**config.mk**
```make
export PLATFORM = sky130hd
export DESIGN_NAME = rr_arb_81
export DESIGN_NICKNAME = d
export VERILOG_FILES = /design/src/rtl/rr_arb_81_pkg.sv /design/src/rtl/mux_81.sv /design/src/rtl/rr_arb_81.sv
export SDC_FILE = /design/constraint.sdc
export NUM_CORES = 1
export LEC_CHECK = 0
export BUFFER_PORTS_ARGS = -buffer_cell sky130_fd_sc_hd__buf_2
export CAP_MARGIN = 20
export CORE_MARGIN = 8
export CORE_UTILIZATION = 58
export CTS_CLUSTER_SIZE = 25
export DETAILED_ROUTE_END_ITERATION = 10
export GPL_TIMING_DRIVEN = 0
export PLACE_DENSITY = 0.81
export SLEW_MARGIN = 20
export SYNTH_ARGS = -nofsm -noshare
export SYNTH_HDL_FRONTEND = slang
export SYNTH_SLANG_ARGS = --single-unit
```
**constraint.sdc**
```tcl
create_clock -name clk -period 3.8 [get_ports clk]
set_input_delay 0 -clock clk [delete_from_list [all_inputs] [get_ports clk]]
set_output_delay 0 -clock clk [all_outputs]
set_load 0.01 [all_outputs]
```
**src/rtl/rr_arb_81_pkg.sv**
```systemverilog
// Shared types and sizes for the 8-way round-robin arbiter and its data selector.
package rr_arb_81_pkg;

    localparam int unsigned N_REQ = 8;
    localparam int unsigned SEL_W = 3;
    localparam int unsigned CNT_W = 4;

    typedef enum logic [0:0] {
        ST_IDLE  = 1'b0,
        ST_GRANT = 1'b1
    } state_t;

endpackage

```
**src/rtl/mux_81.sv**
```systemverilog
// Combinational 8:1 single-bit selector.
module mux_81
    import rr_arb_81_pkg::*;
(
    input  logic [N_REQ-1:0] i,
    input  logic [SEL_W-1:0] sel,
    output logic             y
);

    assign y = i[sel];

endmodule

```
**src/rtl/rr_arb_81.sv**
```systemverilog
// Round-robin arbiter over 8 requesters with a per-grant burst limit.
// The selected requester's data bit is routed out through mux_81.
module rr_arb_81
    import rr_arb_81_pkg::*;
#(
    parameter int unsigned BURST = 4
) (
    input  logic             clk,
    input  logic             rst,
    input  logic             en,
    input  logic [N_REQ-1:0] req,
    input  logic [N_REQ-1:0] i,
    output logic [N_REQ-1:0] gnt,
    output logic [SEL_W-1:0] sel,
    output logic             y,
    output logic             valid,
    output logic             busy
);

    state_t             state;
    state_t             state_nxt;
    logic [SEL_W-1:0]   ptr;
    logic [SEL_W-1:0]   base;
    logic [SEL_W-1:0]   win;
    logic [SEL_W-1:0]   idx;
    logic [CNT_W-1:0]   cnt;
    logic               rel;
    logic               arb;
    logic               found;

    // State register
    always_ff @(posedge clk) begin
        if (rst) begin
            state <= ST_IDLE;
        end else begin
            state <= state_nxt;
        end
    end

    // Next state; a releasing grant searches from the post-release pointer
    always_comb begin
        rel       = 1'b0;
        base      = ptr;
        arb       = 1'b0;
        win       = ptr;
        idx       = ptr;
        found     = 1'b0;
        state_nxt = state;

        if (state == ST_GRANT) begin
            rel  = !req[sel] || (cnt == CNT_W'(BURST)) || !en;
            base = SEL_W'(sel + SEL_W'(1));
        end
        arb = en && (|req) && ((state == ST_IDLE) || rel);

        for (int k = 0; k < int'(N_REQ); k++) begin
            idx = SEL_W'(int'(base) + k);
            if (!found && req[idx]) begin
                win   = idx;
                found = 1'b1;
            end
        end

        case (state)
            ST_IDLE:  if (arb) state_nxt = ST_GRANT;
            ST_GRANT: if (rel && !arb) state_nxt = ST_IDLE;
            default:  state_nxt = ST_IDLE;
        endcase
    end

    // Outputs
    always_comb begin
        busy  = (state == ST_GRANT);
        valid = (state == ST_GRANT) && req[sel];
    end

    // Grant, select, pointer and burst counter registers
    always_ff @(posedge clk) begin
        if (rst) begin
            gnt <= '0;
            sel <= '0;
            ptr <= '0;
            cnt <= '0;
        end else begin
            if (rel) begin
                ptr <= SEL_W'(sel + SEL_W'(1));
            end
            if (arb) begin
                sel <= win;
                gnt <= N_REQ'(1) << win;
                cnt <= CNT_W'(1);
            end else if (rel) begin
                gnt <= '0;
            end else if (state == ST_GRANT) begin
                cnt <= CNT_W'(cnt + CNT_W'(1));
            end
        end
    end

    mux_81 u_mux (
        .i   (i),
        .sel (sel),
        .y   (y)
    );

endmodule

```
---- Yosys cells after proc, flatten, opt, wreduce, memory -nomap -nowiden ----
Cells that the tools add are included.
word-level totals
  bits in registers ....................... 19
  input bits .............................. 19
  output and inout bits ................... 14
  word-level logic and storage cells ...... 104
cells by class
  add/sub/neg operators ................... 9
  order comparisons ....................... 9
  equal/unequal tests ..................... 2
  shift-type cells ........................ 1
  muxes and demuxes ....................... 45
  bitwise operators ....................... 2
  reduce and logical (&&, ||, !) cells .... 30
operator list
  cell                 number
  $lt 3x4->1 const B   9
  $bmux 1 s3           10
  $mux 3               9
  $mux 1               23
  $mux 8               2
  $add 3x3->3 const B  4
  $logic_and 1x1->1    11
  $logic_not 1->1      10
  $reduce_or 8->1      1
  $shl 1x3->8 const A  1
  $add 3x1->3 const B  2
  $add 3x2->3 const B  2
  $add 4x1->4 const B  1
  $eq 4x3->1 const B   1
  $reduce_and 2->1     2
  $reduce_bool 2->1    2
  $logic_or 1x1->1     3
  $ne 2x1->1 const B   1
  $not 1->1            2
  $pmux 1 s2           1
  $reduce_or 2->1      1

---- Depth between registers and ports, before layout ----
Gate-level depths: netlist (run 1).
  word-level depth ........................ 28
  depth in mapped cells ................... 14
  gate-level depth less buffers ........... 13

---- By module ----
From an unflattened synthesis (run 1), not the netlist that was laid out.
second synthesis, totals
  cell total of the unflattened synthesis .. 242
  area, all modules ....................... 2108.3 µm²
modules (own cells, without submodules)
  module     times used  cells each  area each (µm²)  seq. area each (µm²)
  rr_arb_81  1           239         2044.5           380.4
  mux_81     1           3           63.8             0.0

---- Worst setup path after synthesis (run 1) ----
OpenSTA, ideal clock, no wires.
  kind .................................... register to register
  start point ............................. register sel[1]
  end point ............................... register gnt[1]
  library setup time ...................... 0.117 ns
  data arrival time ....................... 3.258 ns
  required time ........................... 3.683 ns
  setup slack ............................. 0.426 ns
  stages on the path, launching flop included .. 15
  path buffers ............................ 1
  period minus slack after synthesis ...... 3.374 ns
  cell sequence ........................... dfxtp_1 > ha_1 > nand2_1 > o21a_1 > clkbuf_1 > ha_1 > inv_1 > a21oi_1 > mux2i_2 > and2_1 > o32ai_2 > or4_4 > o211ai_4 > nor3_2 > a22o_1
on the way
  longest elaborated chain between the ends .. 28
  elaborated cells on any way between the ends .. 65
  those cells by class .................... 8 x add/sub; 1 x shift; 36 x mux; 20 x reduce/logical
ends and longest elaborated chain
  what                                                  line             source
  start, declared                                       rr_arb_81.sv:14  output logic [SEL_W-1:0] sel,
  start signal, assigned                                rr_arb_81.sv:89  sel <= win;
  branches (longest 28 deep; another with $add 3x1->3)  -
  end signal, assigned                                  rr_arb_81.sv:90  gnt <= N_REQ'(1) << win;
  end, declared                                         rr_arb_81.sv:13  output logic [N_REQ-1:0] gnt,
Parallel ways; which one is timed is not known. The select of a mux whose other input is x is not followed.
A chain may end at the register's enable or synchronous reset.

---- Worst setup path in the final report (run 1) ----
  start point ............................. register sel[1]
  end point ............................... register gnt[2]
The elaborated chain is that of the path after synthesis.

==> results.cfg, run 1 <==
[cells_and_area]
layout_common_cells = buf_2 (36), nand2_1 (21), nor2_1 (19)
drive_above_1_share_pct = 26.49
final_common_cell = buf_2
nets = 327
diodes = 0
areaGrowthSynthToFinish_pct = 15.26
design_area_mm2 = 0.002532
fillers = 323
fin_cells = 350

[global_routing]
grt_pass1_wl_um = 10010
grt_max_degree = 12
grt_pass1_vias = 2201
antenna_found_initial = 0
overflow = 0
track_usage_pct = 19.46

[setup_path]
reg2reg_slack_ns = 0.27
critPathKind = reg2reg
critPathLaunchType = flop
worstPathMaxFanout = 7
r2r_cells = 13
cp_slowest_stage_delay_ns = 0.45
cp-startpoint = sel[1]
crit_end = gnt[2]
slowest_stage = ha_1
crit_path_end_kind = flop
crit_required_ns = 3.95
r2r_start = sel[1]
worstPathArrival_ns = 3.68
worstPathCellList = ha_1 -> nand2_1 -> o21a_1 -> inv_2 -> ha_1 -> xnor2_4 -> mux2i_2 -> nand2_1 -> o31a_1 -> o211ai_1 -> a22oi_2 -> nor2b_1 -> a22o_1
timing.rr.end = gnt[2]

[hold_path]
hp-class = in2reg
min_from = en

[place]
port_buffers = 32
placed_cells = 345
gp_congestion = 0.9635
post-dp-hpwl_um = 4564
place_area_mm2 = 0.002417

[clock_network]
cts_setup_buffers = 0
clk_pin_slew_worst_paths_ns = 0.07
htree_levels = 1
clock_sinks = 19
clk_latency_ns = 0.25
numCtsBuffers = 3
cts_buffer_depth = 2
cts_tree = built
cts-root-buf = clkbuf_8

[timing]
rsz0062_at_grt = false
finalHoldViolations = 0
relSlewSlack_pct = 59.19
finalCritPeriodShare_pct = 93.01
finalCriticalPeriod_ns = 3.535
fmax_mhz = 282.9
fin_skew_ns = 0.001930
setup_viol = 0
worst_pin_slew_ns = 0.6057
slew_viol_final = 0

[floorplanning]
die_w_um = 77.55
initial_core_util_pct = 60.01
pin_count = 33
die_h_um = 77.55
coreArea_mm2 = 0.003661
die_area_mm2 = 0.006013
row_count = 22

[synthesis]
post_synth_instance_area_mm2 = 0.002197
syn-num-nets = 289
synth_enable_flop_cells = 0
ys.flop_type = dfxtp_1
ys_top_cells_by_area = dfxtp_1 (17%), mux2i_1 (5.0%), mux4_1 (4.8%), nand3_1 (4.1%), o21ai_0 (3.6%)
ys_async_sr_fraction_pct = 0
ys_ff_latch = 19
syn_area_per_cell_um2 = 8.291
synth_cell_type_count = 70
syn-instance-count = 265
synth_top_area_share_pct = 17.31
yosysWarnings = 0
yosysTopAreaCell = dfxtp_1
ys_seq_area_share_pct = 17.31

[power]
powerDensity_mw_per_mm2 = 480.4
irDropWorstVdd_mv = 0.2500
leakage_nw = 1.009
totalPowerFinal_mw = 1.217

[routing]
ant_nets = 0
drt-pass1-iter-count = 4
drt_iter0_drc = 132
drc_errors = 0
drt-total-wl_um = 5860
vias = 2215
viasPerCell = 6.329
wl_per_cell_um = 16.74

[flow_run]
drv_cap = 0

[outcome]
status = completed
sequential cells by signal (all words and copies together), names as in the netlist:
name and flops:
busy 1, gnt 8, ptr 3, cnt 4
sel 3
worst min-delay path by stage:
stage / endpoint / slack [ns] / cells after the start
after floorplan: cnt[0] / 0.07 / 1
after global placement: cnt[0] / 0.24 / 2
after detailed placement: cnt[0] / 0.24 / 2
after CTS: busy / 0.10 / 3
after global routing: busy / 0.13 / 3
final: busy / 0.11 / 3
critical path, delay by kind of cell, from the launching register on:
kind / cells / cell delay (ns)
buffers and inverters: 1 / 0.13
xor gates and xnor gates: 1 / 0.20
and+or+nand+nor: 3 / 0.51
DFF: 1 / 0.36
adders and majority gates: 2 / 0.80
AOI/OAI and AO/OA: 5 / 1.05
muxes: 1 / 0.38
logic make-up after synthesis:
kind of cell	after synthesis	share of synthesized area [%]
buf+inv	23	5.524
fa+ha+maj	5	2.847
flops	19	17.31
xor+xnor	7	4.841
mux	26	17.31
compound gates	86	27.85
simple gates	99	24.32
cells in the mapped netlist (4+ instances only):
| library cell | count |
|---|---|
| nand3_1 | 18 |
| and2_1 | 6 |
| a22o_1 | 4 |
| mux2_2 | 5 |
| nand2b_1 | 4 |
| o211ai_1 | 4 |
| ha_1 | 5 |
| o21ai_1 | 7 |
| o21ai_0 | 16 |
| a21oi_1 | 14 |
| dfxtp_1 | 19 |
| nand2_1 | 21 |
| nor2b_1 | 4 |
| nor2_1 | 19 |
| inv_1 | 8 |
| mux4_1 | 4 |
| mux2i_1 | 11 |
| buf_2 | 4 |
| nor4_1 | 7 |
| a211oi_1 | 8 |
power by group:
group | internal (mW) | switching [mW] | leakage, nW
clock network | 0.0728 | 0.0660 | 0.0255
registers | 0.227 | 0.0240 | 0.155
logic | 0.355 | 0.472 | 0.828
what timing repair did:
item                                    CTS  global route
endpoints found under the setup margin    7            11
hold endpoints to repair                  1             0
resized for setup                         4             6
hold buffers                              1             0
layer usage:
layer	part of all wire (%)	global-route usage, %	up-vias
li1	-	-	1092
met1	44	23.99	1028
met2	47	32.60	81
met3	6.6	4.147	14
met4	2.3	6.792	0
met5	0	0	-
through the flow:
step           hold slack, ns  util (%)  setup slack [ns]   TNS, ns
6_report               0.1127     69.17            0.2655         0
5_1_grt                0.1256     69.17           0.07158         0
4_1_cts                0.1047     67.98          0.006940         0
3_5_place_dp           0.2420     66.03           -0.1015   -0.2725
3_3_place_gp           0.2356     66.03          -0.04508  -0.05197
2_1_floorplan         0.07276         -            0.4256         0
cell type report:
class                           instances  area [um2]  area share [%]
Multi-Input combinational cell        223        1752           69.17
Sequential cell                        19       381.6           15.07
Timing Repair Buffer                   33       170.2           6.719
Buffer                                 13       85.08           3.360
Tap cell                               48       60.06           2.372
Clock buffer                            3       41.29           1.630
Inverter                               10       37.54           1.482
Clock inverter                          1       5.005          0.1976
Power figures use the tool's default switching activity.
==> inputs of run 2 (changes only) <==
--- a/config.mk
+++ b/config.mk
@@ -8,11 +8,9 @@
 export BUFFER_PORTS_ARGS = -buffer_cell sky130_fd_sc_hd__buf_2
 export CAP_MARGIN = 20
 export CORE_MARGIN = 8
-export CORE_UTILIZATION = 58
+export CORE_UTILIZATION = 30
 export CTS_CLUSTER_SIZE = 25
 export DETAILED_ROUTE_END_ITERATION = 10
-export GPL_TIMING_DRIVEN = 0
-export PLACE_DENSITY = 0.81
 export SLEW_MARGIN = 20
 export SYNTH_ARGS = -nofsm -noshare
 export SYNTH_HDL_FRONTEND = slang
==> run 2 against run 1 <==
Worst hold slack got worse by 0.038 ns; highest routed layer unchanged; combinational power fell by 4.6%; cell area shrank 1.9%; critical endpoint is now gnt[1].
==> results.cfg, run 2 (synthesis gave the netlist of run 1 again) <==
[outcome]
status = completed

[floorplanning]
initial_core_util_pct = 30.62
die_area_mm2 = 0.01032
die_w_um = 101.6
die_h_um = 101.6
pin_count = 33
coreArea_mm2 = 0.007176
row_count = 31

[clock_network]
clk_pin_slew_worst_paths_ns = 0.07
clk_latency_ns = 0.25
htree_levels = 1
numCtsBuffers = 3
cts_buffer_depth = 2
cts-root-buf = clkbuf_8
cts_setup_buffers = 0
clock_sinks = 19
cts_tree = built

[routing]
wl_per_cell_um = 15.55
drt-pass1-iter-count = 4
viasPerCell = 5.446
ant_nets = 0
drc_errors = 0
vias = 2135
drt-total-wl_um = 6095
drt_iter0_drc = 178

[timing]
rsz0062_at_grt = false
finalCriticalPeriod_ns = 3.574
finalHoldViolations = 0
setup_viol = 0
worst_pin_slew_ns = 0.6739
final.setup.tns_ns = 0
whs_ns = 0.07479
layout_setup_ws_ns = 0.2255
fin_skew_ns = 0.005864
fmax_mhz = 279.8
relSlewSlack_pct = 54.91
slew_viol_final = 0
finalCritPeriodShare_pct = 94.07

[cells_and_area]
ff_latch_area_um2 = 380.4
fillers = 753
areaGrowthSynthToFinish_pct = 13.04
multi_input_area_mm2 = 0.001699
top_register = gnt
nets = 318
final_common_cell = buf_2
drive_above_1_share_pct = 23.89
largest_register_ffs = 8
top_regs = gnt x8, cnt x4
layout_common_cells = buf_2 (32), nand2_1 (21), nor2_1 (19), dfxtp_1 (19), nand3_1 (18)
diodes = 0

[setup_path]
worstPathArrival_ns = 3.72
reg2reg_slack_ns = 0.23
critPathKind = reg2reg
cp_common_cell = ha_1
crit_required_ns = 3.95
cp_top_family = simple AND/OR/NAND/NOR gates
crit_path_end_kind = flop
worst-path-buf-inv = 1
critPathLaunchType = flop
worstPathMaxFanout = 7
cp_slowest_stage_delay_ns = 0.56
worstPathCellList = ha_1 -> nand2_1 -> o21a_1 -> inv_2 -> ha_1 -> xnor2_1 -> mux2i_2 -> and2_1 -> o32ai_2 -> or4_4 -> o211ai_4 -> nor3_2 -> a22o_1
slowest_stage = or4_4

[power]
p_sw_share_pct = 46.15
powerDensity_mw_per_mm2 = 473.3
p_comb_share_pct = 67.1
internal_power_mw = 0.6331
irDropWorstVdd_mv = 0.1592
leakage_nw = 0.9653
p_switching_mw = 0.5425
totalPowerFinal_mw = 1.176
clkPwrFrac_pct = 11.9
power_frac_seq_pct = 21.0

[place]
pre_cts_ws_ns = 0.2666
port_buffers = 32
post-dp-hpwl_um = 4876
gp_congestion = 0.8708

[global_routing]
grt_pass1_vias = 2000
grt_max_degree = 15
overflow = 0
grt_pass1_wl_um = 9887
antenna_found_initial = 0
grtUsageMet3_pct = 1.443
track_usage_pct = 11.74
use_met2_pct = 18.06
use_met1_pct = 16.74
top_usage_layer = met2

[hold_path]
hp-class = in2reg

[flow_run]
drv_cap = 0
[run 2: changes by cell type in the layout (fill, tap and decap cells not counted), sizes merged]
cell	delta
dlygate4sd3	-1
buf	-5
clkbuf	-2
clkinv	-1
[run 2: per-stage QoR]
stage | cell area, um2 | util (%) | std cells
3_3_place_gp | 2435 | 33.93 | 388
4_1_cts | 2480 | 34.56 | 392
3_5_place_dp | 2435 | 33.93 | 388
6_report | 2484 | 34.61 | 392
5_1_grt | 2484 | 34.61 | 392
2_1_floorplan | 2197 | - | 265
[run 2: what timing repair did]
action | CTS | global route
gates resized for setup | 0 | 1
hold buffers | 0 | 0
setup endpoints to repair | 0 | 1
[run 2: cell type report]
cell class,instances,area share [%]
Multi-Input combinational cell,223,68.41
Clock buffer,4,1.814
Tap cell,99,4.987
Timing Repair Buffer,37,7.960
Sequential cell,19,15.31
Inverter,10,1.511
[run 2: power by group through the flow]
stage / Sequential, mW / Clock (mW) / Combinational, mW
after floorplan: 0.260 / 0 / 0.601
after global placement: 0.252 / 0 / 0.781
after detailed placement: 0.251 / 0 / 0.777
after CTS: 0.247 / 0.142 / 0.780
after global routing: 0.251 / 0.151 / 0.859
final: 0.247 / 0.139 / 0.789
[run 2: per-layer routing]
layer	wire length [um]	vias to the layer above
met5	0	-
met4	53	0
met3	270	4
met2	2648	65
met1	3122	992
li1	-	1074
[run 2: worst paths after layout]
check,startpoint,endpoint,cells past startpoint
hold / removal,rst,ptr[1],2
setup reg to reg,sel[0],gnt[1],13
setup / recovery,sel[0],gnt[1],13
hold reg to reg,gnt[6],gnt[6],2
[run 2: worst reg2reg max path, stage by stage, from the launching register on]
cell	delay, ns
dfxtp_1	0.31
ha_1	0.35
nand2_1	0.12
o21a_1	0.16
inv_2	0.08
ha_1	0.32
xnor2_1	0.43
mux2i_2	0.44
and2_1	0.23
o32ai_2	0.09
or4_4	0.56
o211ai_4	0.12
nor3_2	0.08
a22o_1	0.18
==> inputs of run 3 (changes only) <==
--- a/config.mk
+++ b/config.mk
@@ -7,10 +7,10 @@
 export LEC_CHECK = 0
 export BUFFER_PORTS_ARGS = -buffer_cell sky130_fd_sc_hd__buf_2
 export CAP_MARGIN = 20
-export CORE_MARGIN = 8
 export CORE_UTILIZATION = 30
 export CTS_CLUSTER_SIZE = 25
 export DETAILED_ROUTE_END_ITERATION = 10
+export RECOVER_POWER = 50
 export SLEW_MARGIN = 20
 export SYNTH_ARGS = -nofsm -noshare
 export SYNTH_HDL_FRONTEND = slang
==> run 3 against run 2 <==
Non-clock buffer count is the same; clock-buffer cell count stayed put; clock skew rose by 0.0012 ns; global-route usage increased by 3.8 points; die area fell by 26%; worst hold slack improved by 0.0054 ns; first-iteration DRC count is 23% lower.
==> results.cfg, run 3 (synthesis gave the netlist of run 1 again) <==
[setup_path]
critPathKind = reg2reg
crit_required_ns = 3.94
slowest_stage = dfxtp_1
r2r_start = busy
crit_path_end_kind = flop
r2r_cells = 10
worst-path-buf-inv = 1
crit_cells = 10
cp-startpoint = busy
cp_slowest_stage_delay_ns = 0.61
worstPathCellList = clkbuf_1 -> mux2i_1 -> mux4_2 -> mux2i_4 -> mux2_2 -> a211oi_1 -> o32ai_1 -> a22oi_1 -> nor2_1 -> a22o_1
cp_top_family = multiplexers
worstPathArrival_ns = 3.72
reg2reg_slack_ns = 0.23
worstPathMaxFanout = 13
crit_end = gnt[1]
timing.rr.end = gnt[1]
critPathLaunchType = flop

[floorplanning]
die_w_um = 87.58
pin_count = 33
die_area_mm2 = 0.007670
die_h_um = 87.58
coreArea_mm2 = 0.006944
row_count = 30
initial_core_util_pct = 31.64

[place]
placed_cells = 385
pre_cts_ws_ns = 0.4011
port_buffers = 32
gp_congestion = 0.8987
post-dp-hpwl_um = 4565

[clock_network]
htree_levels = 1
clock_sinks = 19
cts_resized = 0
cts_setup_buffers = 0
cts_buffer_depth = 2
clk_pin_slew_worst_paths_ns = 0.07
numCtsBuffers = 3
cts_tree = built
clk_latency_ns = 0.25
ctsHoldBuffers = 0
cts-root-buf = clkbuf_8

[power]
p_switching_mw = 0.5375
irDropWorstVdd_mv = 0.1334
powerDensity_mw_per_mm2 = 471.8
totalPowerFinal_mw = 1.158
power_frac_seq_pct = 21.8
p_comb_share_pct = 66.2
internal_power_mw = 0.6200
p_sw_share_pct = 46.44
clkPwrFrac_pct = 12.0
leakage_nw = 0.9131

[timing]
fmax_mhz = 280.0
layout_setup_ws_ns = 0.2286
fin_skew_ns = 0.007044
worst_pin_slew_ns = 0.7190
rsz0062_at_grt = false
finalHoldViolations = 0
final.setup.tns_ns = 0
slew_viol_final = 0
finalCriticalPeriod_ns = 3.571
relSlewSlack_pct = 51.89
finalCritPeriodShare_pct = 93.99
setup_viol = 0
whs_ns = 0.08016

[routing]
vias = 2150
drt_iter0_drc = 137
ant_nets = 0
wl_per_cell_um = 14.74
drt-pass1-iter-count = 5
drc_errors = 0
drt-total-wl_um = 5732
viasPerCell = 5.527

[cells_and_area]
largest_register_ffs = 8
drive_above_1_share_pct = 18.77
diodes = 0
layout_common_cells = nand2_1 (21), buf_2 (20), nor2_1 (19), dfxtp_1 (19), nand3_1 (18)
areaGrowthSynthToFinish_pct = 11.67
multi_input_area_mm2 = 0.001695
ff_latch_area_um2 = 380.4
top_register = gnt
top_regs = gnt x8, cnt x4
fillers = 748
final_common_cell = nand2_1
nets = 318
fin_cells = 389

[flow_run]
drv_cap = 0

[hold_path]
worst_hold_path.num_cells = 2
hp-class = in2reg

[global_routing]
antenna_found_initial = 0
overflow = 0
track_usage_pct = 15.58
grt_max_degree = 15
grt_pass1_vias = 1938
grt_pass1_wl_um = 9535

[outcome]
status = completed
[run 3: power by group through the flow]
stage	clock, mW	sequential (mW)	combinational (mW)
4_1_cts	0.142	0.252	0.769
3_5_place_dp	0	0.256	0.767
2_1_floorplan	0	0.260	0.601
3_3_place_gp	0	0.256	0.767
6_report	0.139	0.253	0.766
5_1_grt	0.156	0.257	0.835
[run 3: worst min path at each step]
stage               from      to  slack, ns
floorplan            rst  cnt[0]       0.07
global placement     rst  ptr[0]       0.34
detailed placement   rst  ptr[1]       0.34
CTS                  rst  sel[2]       0.08
global route         rst  ptr[0]       0.08
finish               rst  sel[2]       0.08
[run 3: per-stage QoR]
step	area (um2)	utilization, %
floorplan	2197	-
global route	2454	35.33
finish	2454	35.33
detailed placement	2431	35.01
global placement	2431	35.01
CTS	2476	35.66
[run 3: metal layers]
layer	share of wire [%]	global-route usage, %	vias to the layer above
li1	-	-	1075
met1	51	22.37	991
met2	43	24.57	80
met3	5.2	2.451	4
met4	0.84	3.279	0
met5	0	0	-
[run 3: final cells by class]
cell class	instances	share of cell area, %
flip-flops and latches	19	15.50
inverters	10	1.530
well taps	96	4.895
clock buffers	4	1.836
repair buffers	37	7.139
multi-input cells	223	69.10
